$ cat config.mk
export PLATFORM = sky130hd
export DESIGN_NAME = note_judge
export DESIGN_NICKNAME = d
export VERILOG_FILES = /design/src/rtl/note_judge.sv
export SDC_FILE = /design/constraint.sdc
export NUM_CORES = 1
export LEC_CHECK = 0
export BUFFER_PORTS_ARGS = -buffer_cell sky130_fd_sc_hd__buf_2
export CAP_MARGIN = 5
export CORE_MARGIN = 8
export CORE_UTILIZATION = 64
export DETAILED_ROUTE_END_ITERATION = 6
export PLACE_DENSITY = 0.81
export SLEW_MARGIN = 20
export SYNTH_ARGS = -nofsm -noshare
export SYNTH_HDL_FRONTEND = slang
export SYNTH_SLANG_ARGS = --single-unit
$ cat constraint.sdc
create_clock -name Clk -period 4.5 [get_ports Clk]
set_clock_uncertainty 0.05 [all_clocks]
set_input_delay 1.125 -clock Clk [delete_from_list [all_inputs] [get_ports Clk]]
set_output_delay 1.125 -clock Clk [all_outputs]
set_load 0.01 [all_outputs]
$ cat src/rtl/note_judge.sv
`timescale 1ns/1ps
// note_judge: four-lane falling-note tracker. Scrolls notes once per video frame,
// culls missed notes, judges key presses at the receptor line and flags arrow pixels.
//
// state  | meaning
// IDLE   | judge key events, accept spawns, wait for a frame tick
// SCROLL | move every stored note up by SPEED
// CULL   | pop lane heads that have passed the hit window (misses)

module note_judge #(
  parameter int DEPTH      = 4,
  parameter int SPAWN_Y    = 448,
  parameter int SPEED      = 4,
  parameter int RECEPTOR_Y = 40,
  parameter int WINDOW     = 12,
  parameter int LANE_X0    = 240,
  parameter int LANE_PITCH = 40,
  parameter int ARROW_SIZE = 32
) (
  input  logic       Clk,
  input  logic       Reset_n,
  input  logic       frame_clk,
  input  logic [7:0] keycode,
  input  logic       press,
  input  logic       spawn_valid,
  input  logic [1:0] spawn_lane,
  output logic       spawn_ready,
  input  logic [9:0] DrawX,
  input  logic [9:0] DrawY,
  output logic [3:0] is_arrow,
  output logic       hit_pulse,
  output logic       miss_pulse,
  output logic [7:0] score,
  output logic [7:0] combo
);

  localparam int PW = (DEPTH > 1) ? $clog2(DEPTH) : 1;
  localparam int CW = $clog2(DEPTH + 1);

  localparam logic [9:0]    Y_SPAWN  = 10'(SPAWN_Y);
  localparam logic [9:0]    Y_SPEED  = 10'(SPEED);
  localparam logic [9:0]    Y_LO     = 10'(RECEPTOR_Y - WINDOW);
  localparam logic [9:0]    Y_HI     = 10'(RECEPTOR_Y + WINDOW);
  localparam logic [CW-1:0] CNT_FULL = CW'(DEPTH);

  typedef enum logic [1:0] {
    IDLE   = 2'd0,
    SCROLL = 2'd1,
    CULL   = 2'd2
  } state_t;

  state_t state, state_next;

  logic [9:0]    y_mem  [4][DEPTH];
  logic [PW-1:0] head   [4];
  logic [PW-1:0] tail   [4];
  logic [CW-1:0] count  [4];
  logic [9:0]    head_y [4];
  logic [PW-1:0] offs   [4][DEPTH];
  logic [DEPTH-1:0] live [4];

  logic [2:0] fs;
  logic       tick;
  logic       run;
  logic       press_q;
  logic       map_ok;
  logic [1:0] map_lane;
  logic       evt_valid;
  logic [1:0] evt_lane;
  logic       pend_valid;
  logic [1:0] pend_lane;
  logic       cand_valid;
  logic [1:0] cand_lane;
  logic       judge_en;
  logic       scroll_en;
  logic       cull_en;
  logic       hit;
  logic       any_miss;
  logic       spawn_fire;
  logic [3:0] cull_pop;
  logic [3:0] pop;
  logic [3:0] push;

  // fs[1] is the synchronised frame_clk; fs[2] is its previous value
  always_ff @(posedge Clk or negedge Reset_n) begin
    if (!Reset_n) begin
      fs  <= 3'b111;
      run <= 1'b0;
    end else begin
      fs  <= {fs[1:0], frame_clk};
      run <= 1'b1;
    end
  end

  assign tick = fs[2] & ~fs[1];

  always_comb begin
    map_ok   = 1'b1;
    map_lane = 2'd0;
    case (keycode)
      8'h6B:   map_lane = 2'd0;
      8'h72:   map_lane = 2'd1;
      8'h75:   map_lane = 2'd2;
      8'h74:   map_lane = 2'd3;
      default: map_ok   = 1'b0;
    endcase
  end

  always_ff @(posedge Clk or negedge Reset_n) begin
    if (!Reset_n) begin
      press_q   <= 1'b0;
      evt_valid <= 1'b0;
      evt_lane  <= 2'd0;
    end else begin
      press_q   <= press;
      evt_valid <= press & ~press_q & map_ok;
      evt_lane  <= map_lane;
    end
  end

  // A fresh event takes precedence over an older pending one
  assign cand_valid = evt_valid | pend_valid;
  assign cand_lane  = evt_valid ? evt_lane : pend_lane;

  always_ff @(posedge Clk or negedge Reset_n) begin
    if (!Reset_n) state <= IDLE;
    else          state <= state_next;
  end

  always_comb begin
    state_next = state;
    judge_en   = 1'b0;
    scroll_en  = 1'b0;
    cull_en    = 1'b0;
    case (state)
      IDLE: begin
        if (tick) state_next = SCROLL;
        else      judge_en   = cand_valid;
      end
      SCROLL: begin
        scroll_en  = 1'b1;
        state_next = CULL;
      end
      CULL: begin
        cull_en    = 1'b1;
        state_next = IDLE;
      end
      default: state_next = IDLE;
    endcase
  end

  always_ff @(posedge Clk or negedge Reset_n) begin
    if (!Reset_n) begin
      pend_valid <= 1'b0;
      pend_lane  <= 2'd0;
    end else if (evt_valid && !judge_en) begin
      pend_valid <= 1'b1;
      pend_lane  <= evt_lane;
    end else if (judge_en) begin
      pend_valid <= 1'b0;
    end
  end

  assign spawn_ready = run && (state == IDLE) && (count[spawn_lane] < CNT_FULL);
  assign spawn_fire  = spawn_valid & spawn_ready;

  always_comb begin
    for (int l = 0; l < 4; l++) begin
      head_y[l] = y_mem[l][head[l]];
    end
  end

  always_comb begin
    hit      = 1'b0;
    cull_pop = '0;
    pop      = '0;
    push     = '0;
    if (judge_en && (count[cand_lane] != '0) &&
        (head_y[cand_lane] >= Y_LO) && (head_y[cand_lane] <= Y_HI)) begin
      hit = 1'b1;
    end
    for (int l = 0; l < 4; l++) begin
      cull_pop[l] = cull_en && (count[l] != '0) && (head_y[l] < Y_LO);
      pop[l]      = cull_pop[l] | (hit && (cand_lane == 2'(l)));
      push[l]     = spawn_fire && (spawn_lane == 2'(l));
    end
  end

  assign any_miss = |cull_pop;

  // Spawn and pop on one lane in the same cycle leave the count unchanged
  always_ff @(posedge Clk or negedge Reset_n) begin
    if (!Reset_n) begin
      for (int l = 0; l < 4; l++) begin
        head[l]  <= '0;
        tail[l]  <= '0;
        count[l] <= '0;
        for (int i = 0; i < DEPTH; i++) y_mem[l][i] <= '0;
      end
    end else begin
      for (int l = 0; l < 4; l++) begin
        if (scroll_en) begin
          for (int i = 0; i < DEPTH; i++) y_mem[l][i] <= y_mem[l][i] - Y_SPEED;
        end
        if (push[l]) begin
          y_mem[l][tail[l]] <= Y_SPAWN;
          tail[l]           <= tail[l] + PW'(1);
        end
        if (pop[l]) head[l] <= head[l] + PW'(1);
        if (push[l] && !pop[l])      count[l] <= count[l] + CW'(1);
        else if (pop[l] && !push[l]) count[l] <= count[l] - CW'(1);
      end
    end
  end

  always_ff @(posedge Clk or negedge Reset_n) begin
    if (!Reset_n) begin
      score      <= 8'd0;
      combo      <= 8'd0;
      hit_pulse  <= 1'b0;
      miss_pulse <= 1'b0;
    end else begin
      hit_pulse  <= hit;
      miss_pulse <= any_miss;
      if (hit && (score != 8'hFF)) score <= score + 8'd1;
      if (any_miss)                      combo <= 8'd0;
      else if (hit && (combo != 8'hFF))  combo <= combo + 8'd1;
    end
  end

  // Entry i is live when its distance from head is below the lane count
  always_comb begin
    for (int l = 0; l < 4; l++) begin
      for (int i = 0; i < DEPTH; i++) begin
        offs[l][i] = PW'(i) - head[l];
        live[l][i] = CW'(offs[l][i]) < count[l];
      end
    end
  end

  always_comb begin
    is_arrow = '0;
    for (int l = 0; l < 4; l++) begin
      if ((int'(DrawX) >= LANE_X0 + l * LANE_PITCH) &&
          (int'(DrawX) <  LANE_X0 + l * LANE_PITCH + ARROW_SIZE)) begin
        for (int i = 0; i < DEPTH; i++) begin
          if (live[l][i] &&
              (int'(DrawY) >= int'(y_mem[l][i])) &&
              (int'(DrawY) <  int'(y_mem[l][i]) + ARROW_SIZE)) begin
            is_arrow[l] = 1'b1;
          end
        end
      end
    end
  end

endmodule

# Word level (Yosys, flattened, before mapping)

Index checks and enable logic that the tools add are counted.

Flip-flop bits (word level): 219
Input bits: 35
Output and inout bits: 23
Word-level logic and storage cells: 407

$add $sub $neg: 66
Magnitude comparators: 77
Equal/unequal tests: 15
Multiplexer cells: 79
Bitwise gates (word level): 33
Reduce and logical (&&, ||, !) cells: 97

Operators by type and width:

| cell                                                                   | count |
|---|---|
| 40-bit two-way mux                                                     | 8 |
| 10-bit by 6-bit adder with 11-bit output, second input constant        | 16 |
| 10-bit by 11-bit < comparator with 1-bit output                        | 16 |
| 10-bit >= comparator                                                   | 16 |
| 10-bit by 3-bit subtractor with 10-bit output, second input constant   | 16 |
| 10-bit two-way mux                                                     | 14 |
| 28-bit AND                                                             | 4 |
| 28-bit NOT                                                             | 4 |
| 10-bit binary-select mux with 2-bit select                             | 5 |
| 10-bit demux with 2-bit select                                         | 4 |
| 1-bit logical AND                                                      | 72 |
| 2-bit by 3-bit < comparator with 1-bit output                          | 16 |
| 12-bit OR                                                              | 4 |
| 10-bit by 5-bit < comparator with 1-bit output, second input constant  | 4 |
| 10-bit by 9-bit < comparator with 1-bit output, second input constant  | 4 |
| 3-bit two-way mux                                                      | 12 |
| 8-bit by 7-bit equality test with 1-bit output, second input constant  | 4 |
| 10-bit by 9-bit >= comparator with 1-bit output, second input constant | 3 |
| 3-bit >= comparator, second input constant                             | 10 |
| 2-bit NOT with 3-bit output                                            | 10 |
| 1-bit two-way mux                                                      | 28 |
| 2-bit by 1-bit adder with 2-bit output, second input constant          | 8 |
| 8-bit by 1-bit adder with 8-bit output, second input constant          | 2 |
| 8-bit two-way mux                                                      | 2 |
| 25 further kinds                                                       | 85 |

# Logic depth before layout (Yosys ltp)

Gate-level depths: netlist (run 1).

Depth in word-level cells: 16
Gate-level depth with buffers: 16
Gate-level depth less buffers: 14

# Least setup slack after synthesis (run 1)

Ideal clock, no wire load.

Path type: input to output
Start: input port DrawY[0]
End: output port is_arrow[2]
Arrival: 3194 ps
Required time: 3325 ps
Path slack: 131 ps
Stages on the path: 11
Path buffers: 0
Cells stage by stage: inv_1 > ha_1 > nand2b_1 > a21o_1 > a21o_1 > a21o_1 > a21o_1 > a2111oi_0 > o21ai_0 > o211ai_1 > a31oi_1

Word-level cells in the longest chain between the ends: 8
Elaborated cells between the ends (all ways): 21
Classes of those cells: order compare (8); mux (5); reduce/logical (8)

RTL lines:

| what                            | RTL line | RTL |
|---|---|---|
| from (decl)                     | 29       | `input logic [9:0] DrawY,` |
| 10-bit >= comparator            | 248      | `(int'(DrawY) >= int'(y_mem[l][i])) &&` |
| 1-bit logical AND               | 247      | `if (live[l][i] &&` |
| 1-bit logical AND               | 248      |  |
| 1-bit two-way mux (3 in series) | 247      |  |
| 1-bit two-way mux (*)           | 247      |  |
| 1-bit two-way mux (*)           | 244      | `if ((int'(DrawX) >= LANE_X0 + l * LANE_PITCH) &&` |
| to (decl)                       | 30       | `output logic [3:0] is_arrow,` |

Every way passes the cells marked *; elsewhere a longest branch is shown, timed or not.

# Worst setup path in the final report (run 1)

Start: input port DrawY[1]
End: output port is_arrow[0]

Same word-level chain as after synthesis.

==> results of run 1 <==
[report_power, final]
part	switching (µW)	internal [µW]	total, µW
Combinational	1890	1660	3550
Clock	853	1370	2220
Sequential	472	2270	2740
[state kept, by name, indices dropped and copies added (netlist names), 2 cells and up]
name / cells
y_mem: 160
count: 12
combo: 8
head: 8
score: 8
tail: 8
fs: 3
evt_lane: 2
pend_lane: 2
state: 2
[final timing paths]
| check | from | end | slack, ns | cells past startpoint |
|---|---|---|---|---|
| worst max register to register | head[4] | count[4] | 0.44 | 11 |
| worst max-delay path | DrawY[1] | is_arrow[0] | -0.04 | 14 |
| worst min-delay path | fs[0] | fs[1] | 0.30 | 0 |
| max in group asynchronous | Reset_n | fs[1] | 2.91 | 2 |
| worst min register to register | fs[0] | fs[1] | 0.30 | 0 |
| min in group asynchronous | Reset_n | y_mem[117] | 0.50 | 1 |
[layer usage]
metal / vias up / GRT usage (%) / part of all wire [%]
met2: 586 / 48.2 / 49
met5: - / 0 / 0
met3: 157 / 3.65 / 6.3
met4: 0 / 10.3 / 4.1
li1: 7131 / - / -
met1: 7359 / 34.7 / 41
[final cells by class]
cell class	instances	area share, %
Timing Repair Buffer	102	3.81
Sequential cell	219	26.6
Tap cell	384	2.33
Inverter	212	3.87
Multi-Input combinational cell	1513	59.0
Clock inverter	12	0.819
Clock buffer	34	3.55
[kinds of logic (layout without fill, tap and decap cells)]
family                     Yosys count  in the layout  share of synthesized area, %
AOI/OAI and AO/OA                  355            355                          12.9
and+or+nand+nor                    587            587                          15.3
DFF                                219            219                          29.8
muxes                               41             41                          4.33
buffers and inverters              268            360                          5.70
adders and majority gates          330            330                          22.6
xor gates and xnor gates           199            199                          9.46
other                                1              1                        0.0203
[per-stage QoR]
| stage | instance area (µm²) | utilization [%] | std cells |
|---|---|---|---|
| 2_1_floorplan | 18400 | - | 2000 |
| 3_3_place_gp | 19400 | 68.0 | 2431 |
| 3_5_place_dp | 19400 | 68.0 | 2431 |
| 4_1_cts | 20400 | 71.5 | 2478 |
| 5_1_grt | 20600 | 72.3 | 2476 |
| 6_report | 20600 | 72.3 | 2476 |
[synthesized netlist by cell type (16+ instances only)]
cell type                  count
sky130_fd_sc_hd__inv_1       211
sky130_fd_sc_hd__a21o_1       36
sky130_fd_sc_hd__nand3_1      57
sky130_fd_sc_hd__xor2_1       20
sky130_fd_sc_hd__nand4_1      29
sky130_fd_sc_hd__a21oi_1      83
sky130_fd_sc_hd__nor2b_1      31
sky130_fd_sc_hd__o21ai_0      60
sky130_fd_sc_hd__nand2b_1     29
sky130_fd_sc_hd__mux4_2       23
sky130_fd_sc_hd__xnor2_1     179
sky130_fd_sc_hd__nor4_1       30
sky130_fd_sc_hd__and2_1       30
sky130_fd_sc_hd__clkbuf_1     41
sky130_fd_sc_hd__dfrtp_1     216
sky130_fd_sc_hd__nor3_1       38
sky130_fd_sc_hd__nor2_1      164
sky130_fd_sc_hd__ha_1        326
sky130_fd_sc_hd__nand2_1     150
sky130_fd_sc_hd__a211oi_1     38
sky130_fd_sc_hd__o22ai_1      16
sky130_fd_sc_hd__o21a_1       40
[placed cells by master (no fill, tap or decap), drive strengths merged, types with 20 or more instances in the layout]
| cell type | Yosys | routed |
|---|---|---|
| nand2b | 29 | 29 |
| a21o | 36 | 36 |
| ha | 326 | 326 |
| mux4 | 28 | 28 |
| xnor2 | 179 | 179 |
| nor2b | 31 | 31 |
| a21oi | 84 | 84 |
| xor2 | 20 | 20 |
| inv | 212 | 213 |
| o21a | 40 | 40 |
| o21ai | 65 | 65 |
| and2 | 34 | 34 |
| nor2 | 164 | 164 |
| a211oi | 38 | 38 |
| dfrtp | 216 | 216 |
| nand3 | 57 | 57 |
| clkbuf | 41 | 37 |
| buf | 15 | 99 |
| nor3 | 42 | 42 |
| nand2 | 150 | 150 |
| nor4 | 30 | 30 |
| nand4 | 29 | 29 |
[worst max-delay path: cells and delay by family]
kind | cells | cell delay, ns
and+or+nand+nor | 1 | 0.16
adders and majority gates | 1 | 0.27
buffers and inverters | 4 | 0.55
AOI/OAI and AO/OA | 8 | 1.26
[timing repair]
| item | 4_1_cts | 5_1_grt |
|---|---|---|
| setup buffers | 1 | 0 |
| gates resized for setup | 31 | 61 |
| pin swaps | 18 | 53 |
| endpoints found under the setup margin | 4 | 4 |
==> implementation parameters, run 1 <==
Parameter                              Value

Logic synthesis
  Async SR Flop Fraction ... 100%
  Post-Synthesis Net Count ... 2365
  Post-synthesis register bit count ... 219
  Count of mapped cells out of synthesis ... 2000
  Count of unique library cells instantiated by Yosys ... 73
  Cell types occupying the most area after synthesis ... sky130_fd_sc_hd__dfrtp_1, sky130_fd_sc_hd__ha_1, sky130_fd_sc_hd__xnor2_1
  Sequential-to-total area share from yosys stat ... 29.8%
  Post-synthesis cell area ... 18400 µm²
  Warnings from Yosys ... 0
  Count of flip-flops with a built-in enable after synthesis ... 0
  Synth Area per Inst ... 9.22 µm²
  Top-area cell type share of the netlist area ... 29.3%
  Most used flip-flop cell after synthesis ... sky130_fd_sc_hd__dfrtp_1
  Top cell type by total area after synthesis ... sky130_fd_sc_hd__dfrtp_1

Global routing
  First-pass GRT wire length ... 77.4 mm
  Global-route usage over all layers ... 27.7%
  Antenna violations before repair ... 0
  Pin count of the biggest net entering global routing ... 71
  Via count of the first global-routing pass ... 15.5k
  Total congestion overflow after global routing ... 0

Timing
  Rel. slew slack ... 54.6%
  Setup-failing EPs final ... 1
  Number of hold violations in the final report ... 0
  RSZ-0062 raised after global routing ... true
  Final clock period utilization by the worst path ... 101%
  Final total negative setup slack ... -0.0356 ns
  Measured slew at the worst slew-check pin ... 0.673 ns
  Peak clock frequency supported by timing ... 220 MHz
  Minimum clock period after layout ... 4.54 ns
  Worst slack on hold paths ... 0.304 ns
  Min setup slack post-route ... -0.0356 ns
  Final max-slew violation count ... 0

Clock network
  Clock insertion delay at the later pin of the skew report ... 0.54 ns
  Post-CTS Hold Fix Bufs ... 0
  TritonCTS clock tree ... done
  CTS Buffer Depth ... 3
  CTS buffer count ... 26
  Number of H-tree branching levels ... 1
  Clock slew at the register clock pins of the worst setup and hold paths ... 0.05 ns
  Clock sink count ... 219
  Clock root buffer master ... sky130_fd_sc_hd__clkbuf_16

Outcome
  Status ... finished, violations left
  Violated checks ... setup timing

Setup path
  Required time of the critical path ... 3.32 ns
  Max Fanout on Critical Path ... 5
  Highest cell delay on the worst timing path ... 0.38 ns
  Startpoint Class ... input pin
  Arrival @ worst endpoint ... 3.36 ns
  Cells along the critical path ... buf_12 -> buf_6 -> buf_4 -> ha_4 -> nor2b_1 -> o21a_1 -> o21a_1 -> o21ai_2 -> a21oi_2 -> o2111ai_1 -> a21oi_2 -> a211oi_2 -> o41a_1 -> buf_2
  Cell with the largest stage delay on the worst path ... sky130_fd_sc_hd__o41a_1
  Worst setup path category ... input pin to output port
  Kind of capture point of the worst setup path ... output port

Detailed routing
  Average wire per cell in the routed design ... 19.3 µm
  DRC Markers ... 0
  Vias/cell ... 6.15
  1st-iter DRT viols ... 1143
  Drt first pass iters ... 5
  Detailed-route via count ... 15.2k
  Total Wirelength ... 47.8 mm
  Antenna-violating nets left ... 0

Placed design
  HPWL after DPL ... 35.8 mm
  Number of input and output port buffers inserted ... 54
  GP Congestion ... 0.905
  Post-Place Worst Slack ... -0.247 ns

Cells and area
  Nets@finish ... 2439
  Synthesis-to-finish area growth ... 11.9%
  Ant diodes ... 0
  Number of filler cells placed in the layout ... 2029
  Footprint of the multi-input gates ... 12200 µm²
  Area occupied by registers ... 5480 µm²
  Layout cells sized above 1 ... 11.6%

Run
  Max-cap violations ... 0

Floorplanning
  Core area ... 28500 µm²
  Placement Rows ... 62
  Die boundary height ... 186 µm
  Die outline area ... 34500 µm²
  Horizontal die dimension ... 186 µm
  # IOs ... 58
  Starting utilization of the core area ... 64.6%

Power and ir drop
  Leakage component of the power ... 0.00998 µW
  Post-route total power ... 8520 µW
  Peak supply drop ... 0.349 mV
  Cell Pwr Density ... 413 nW/µm²

Hold path
  Kind of path behind the tightest hold check ... register to register
Power figures use the tool's default switching activity.
==> inputs of run 2 (changes only) <==
--- a/config.mk
+++ b/config.mk
@@ -7,7 +7,7 @@
 export LEC_CHECK = 0
 export BUFFER_PORTS_ARGS = -buffer_cell sky130_fd_sc_hd__buf_2
 export CAP_MARGIN = 5
-export CORE_MARGIN = 8
+export CORE_MARGIN = 2
 export CORE_UTILIZATION = 64
 export DETAILED_ROUTE_END_ITERATION = 6
 export PLACE_DENSITY = 0.81
==> constraint.sdc (replaced) <==
create_clock -name Clk -period 4.47 [get_ports Clk]
set_clock_uncertainty 0.05 [all_clocks]
set_input_delay 1.1175 -clock Clk [delete_from_list [all_inputs] [get_ports Clk]]
set_output_delay 1.1175 -clock Clk [all_outputs]
set_load 0.01 [all_outputs]
==> run 2 against run 1 <==
Net effect:
- the run still ends with setup timing left
- highest routed layer unchanged
- utilization barely moved
- design area barely moved
- power rose by 0.17%
- first-iteration DRC count rose by 23%
==> implementation parameters, run 2 (synthesis gave the netlist of run 1 again) <==
Parameter                              Value

Detailed routing
  DRC Markers ... 0 (unchanged)
  Detailed-route via count ... 15.2k (-0.19%)
  Average wire per cell in the routed design ... 19.2 µm (-0.56%)
  Total Wirelength ... 47.6 mm (-0.44%)
  Antenna-violating nets left ... 0 (unchanged)
  1st-iter DRT viols ... 1401 (+23%)
  Drt first pass iters ... 5 (unchanged)
  Vias/cell ... 6.13 (-0.31%)

Floorplanning
  # IOs ... 58 (unchanged)
  Die outline area ... 30200 µm² (-13%)
  Die boundary height ... 174 µm (-6.5%)
  Placement Rows ... 62 (unchanged)
  Core area ... 28500 µm² (unchanged)
  Horizontal die dimension ... 174 µm (-6.5%)
  Starting utilization of the core area ... 64.6% (unchanged)

Cells and area
  Top Registers ... y_mem (160), count (12)
  Most common cell after layout, fill and taps aside ... sky130_fd_sc_hd__ha_1
  Number of flip-flops in the largest register ... 160 (unchanged)
  Most used cells in the layout excluding fill and tap cells ... sky130_fd_sc_hd__ha_1, sky130_fd_sc_hd__dfrtp_1, sky130_fd_sc_hd__inv_1
  Share of the core filled with cells ... 72.3% (about the same)
  Synthesis-to-finish area growth ... 11.9% (about the same)
  Layout cells sized above 1 ... 11.5% (-0.11 points)
  Ant diodes ... 0 (unchanged)
  Register containing the most flip-flops in the final layout ... y_mem
  Nets@finish ... 2441 (+0.082%)

Setup path
  Register-to-register path setup slack ... 0.42 ns (-0.02 ns)
  Highest cell delay on the worst timing path ... 0.43 ns (+0.05 ns)
  Max Fanout on Critical Path ... 8 (+3)
  Kind of capture point of the worst setup path ... output port
  Cells along the critical path ... buf_12 -> buf_12 -> ha_4 -> nor2b_4 -> o21a_1 -> o21a_1 -> o21ai_2 -> a21oi_2 -> or4_4 -> o211ai_1 -> o211ai_1 -> a31oi_2 -> buf_2
  Startpoint of the worst register-to-register path ... head[4]
  Arrival @ worst endpoint ... 3.32 ns (-0.04 ns)
  Endpoint of the worst register-to-register path ... count[10]
  Worst setup path startpoint ... DrawY[1]
  Critical path endpoint ... is_arrow[2]
  Required time of the critical path ... 3.30 ns (-0.02 ns)
  Worst setup path category ... input pin to output port
  Cell with the largest stage delay on the worst path ... sky130_fd_sc_hd__or4_4
  Length in cells of the worst reg-to-reg path ... 11 (unchanged)
  Startpoint Class ... input pin

Timing
  RSZ-0062 raised after global routing ... true
  Min setup slack post-route ... -0.0185 ns (+0.0171 ns)
  Minimum clock period after layout ... 4.49 ns
  Peak clock frequency supported by timing ... 223 MHz
  Final clock period utilization by the worst path ... 100%
  Rel. slew slack ... 34.3% (-20 points)
  Setup-failing EPs final ... 1 (unchanged)
  Measured slew at the worst slew-check pin ... 0.985 ns (+0.312 ns)
  Number of hold violations in the final report ... 0 (unchanged)
  Final max-slew violation count ... 0 (unchanged)

Outcome
  Violated checks ... setup timing
  Status ... finished, violations left

Clock network
  Clock sink count ... 219 (unchanged)
  Clock slew at the register clock pins of the worst setup and hold paths ... 0.06 ns (about the same)
  Number of H-tree branching levels ... 1 (unchanged)
  Clock insertion delay at the later pin of the skew report ... 0.54 ns (about the same)
  CTS buffer count ... 26 (unchanged)
  TritonCTS clock tree ... done
  CTS Buffer Depth ... 3 (unchanged)
  Clock root buffer master ... sky130_fd_sc_hd__clkbuf_16
  Post-CTS Hold Fix Bufs ... 0 (unchanged)

Power and ir drop
  Peak supply drop ... 0.405 mV (+16%)
  Leakage component of the power ... 0.00999 µW (+0.14%)
  Cell Pwr Density ... 414 nW/µm² (+0.19%)

Placed design
  GP Congestion ... 0.904 (-0.14%)
  HPWL after DPL ... 35.7 mm (-0.25%)
  Post-Place Worst Slack ... -0.214 ns (+0.0334 ns)
  Number of input and output port buffers inserted ... 54 (unchanged)

Global routing
  Global-route usage over all layers ... 31.7% (+4.0 points)
  Via count of the first global-routing pass ... 15.4k (-0.57%)
  Total congestion overflow after global routing ... 0 (unchanged)
  Pin count of the biggest net entering global routing ... 122 (+72%)
  Antenna violations before repair ... 0 (unchanged)
  First-pass GRT wire length ... 78.1 mm (+0.86%)

Run
  Max-cap violations ... 0 (unchanged)

Hold path
  Kind of path behind the tightest hold check ... register to register
## run 2: changes by cell type in the layout (fill, tap and decap cells not counted), sizes merged
cell / change
clkbuf: +4
inv: -1
buf: +4
bufinv: -2
clkinv: -2
## run 2: critical path: cells and delay by family
kind	cells	cell delay, ns
fa+ha+maj	1	0.21
simple gates	2	0.55
compound gates	7	1.03
buf+inv	3	0.42
## run 2: through the flow
stage               TNS (ns)  hold slack [ns]  instances  instance area, µm²  power [µW]
floorplan                  0            0.295       2000               18400        5180
global placement      -0.489            0.305       2433               19400        5900
detailed placement    -0.607            0.306       2433               19400        6120
CTS                   -0.158            0.307       2481               20400        8360
global route          -0.343            0.305       2479               20600        9150
finish               -0.0185            0.303       2479               20600        8540
## run 2: repair_timing
item,in CTS,in global routing
setup endpoints to repair,4,4
pin swaps,16,41
setup buffers,1,0
resized for setup,24,67
## run 2: cell type report
type                    count  area [µm²]
clock buffers              40         785
repair buffers            104         818
clock inverters             7        90.1
flip-flops and latches    219        5490
well taps                 384         480
inverters                 212         803
multi-input cells        1513       12200
fillers                  2031        7920
## run 2: where the power goes
part	switching (µW)	total (µW)	internal, µW
clock network	856	2170	1320
logic	1910	3600	1690
registers	474	2760	2290
## run 2: worst min-delay path by stage
stage          start    end  slack, ns  cells after the start
2_1_floorplan  fs[0]  fs[1]       0.30                      0
3_3_place_gp   fs[0]  fs[1]       0.31                      0
3_5_place_dp   fs[0]  fs[1]       0.31                      0
4_1_cts        fs[0]  fs[1]       0.31                      0
5_1_grt        fs[0]  fs[1]       0.30                      0
6_report       fs[0]  fs[1]       0.30                      0
## run 2: routing by layer
layer / global-route usage (%) / up-vias / share of wire, %
met3: 4.58 / 156 / 7.0
met1: 41.1 / 7354 / 41
met5: 0 / - / 0
met2: 53.9 / 568 / 47
met4: 12.4 / 0 / 4.4
li1: - / 7126 / -
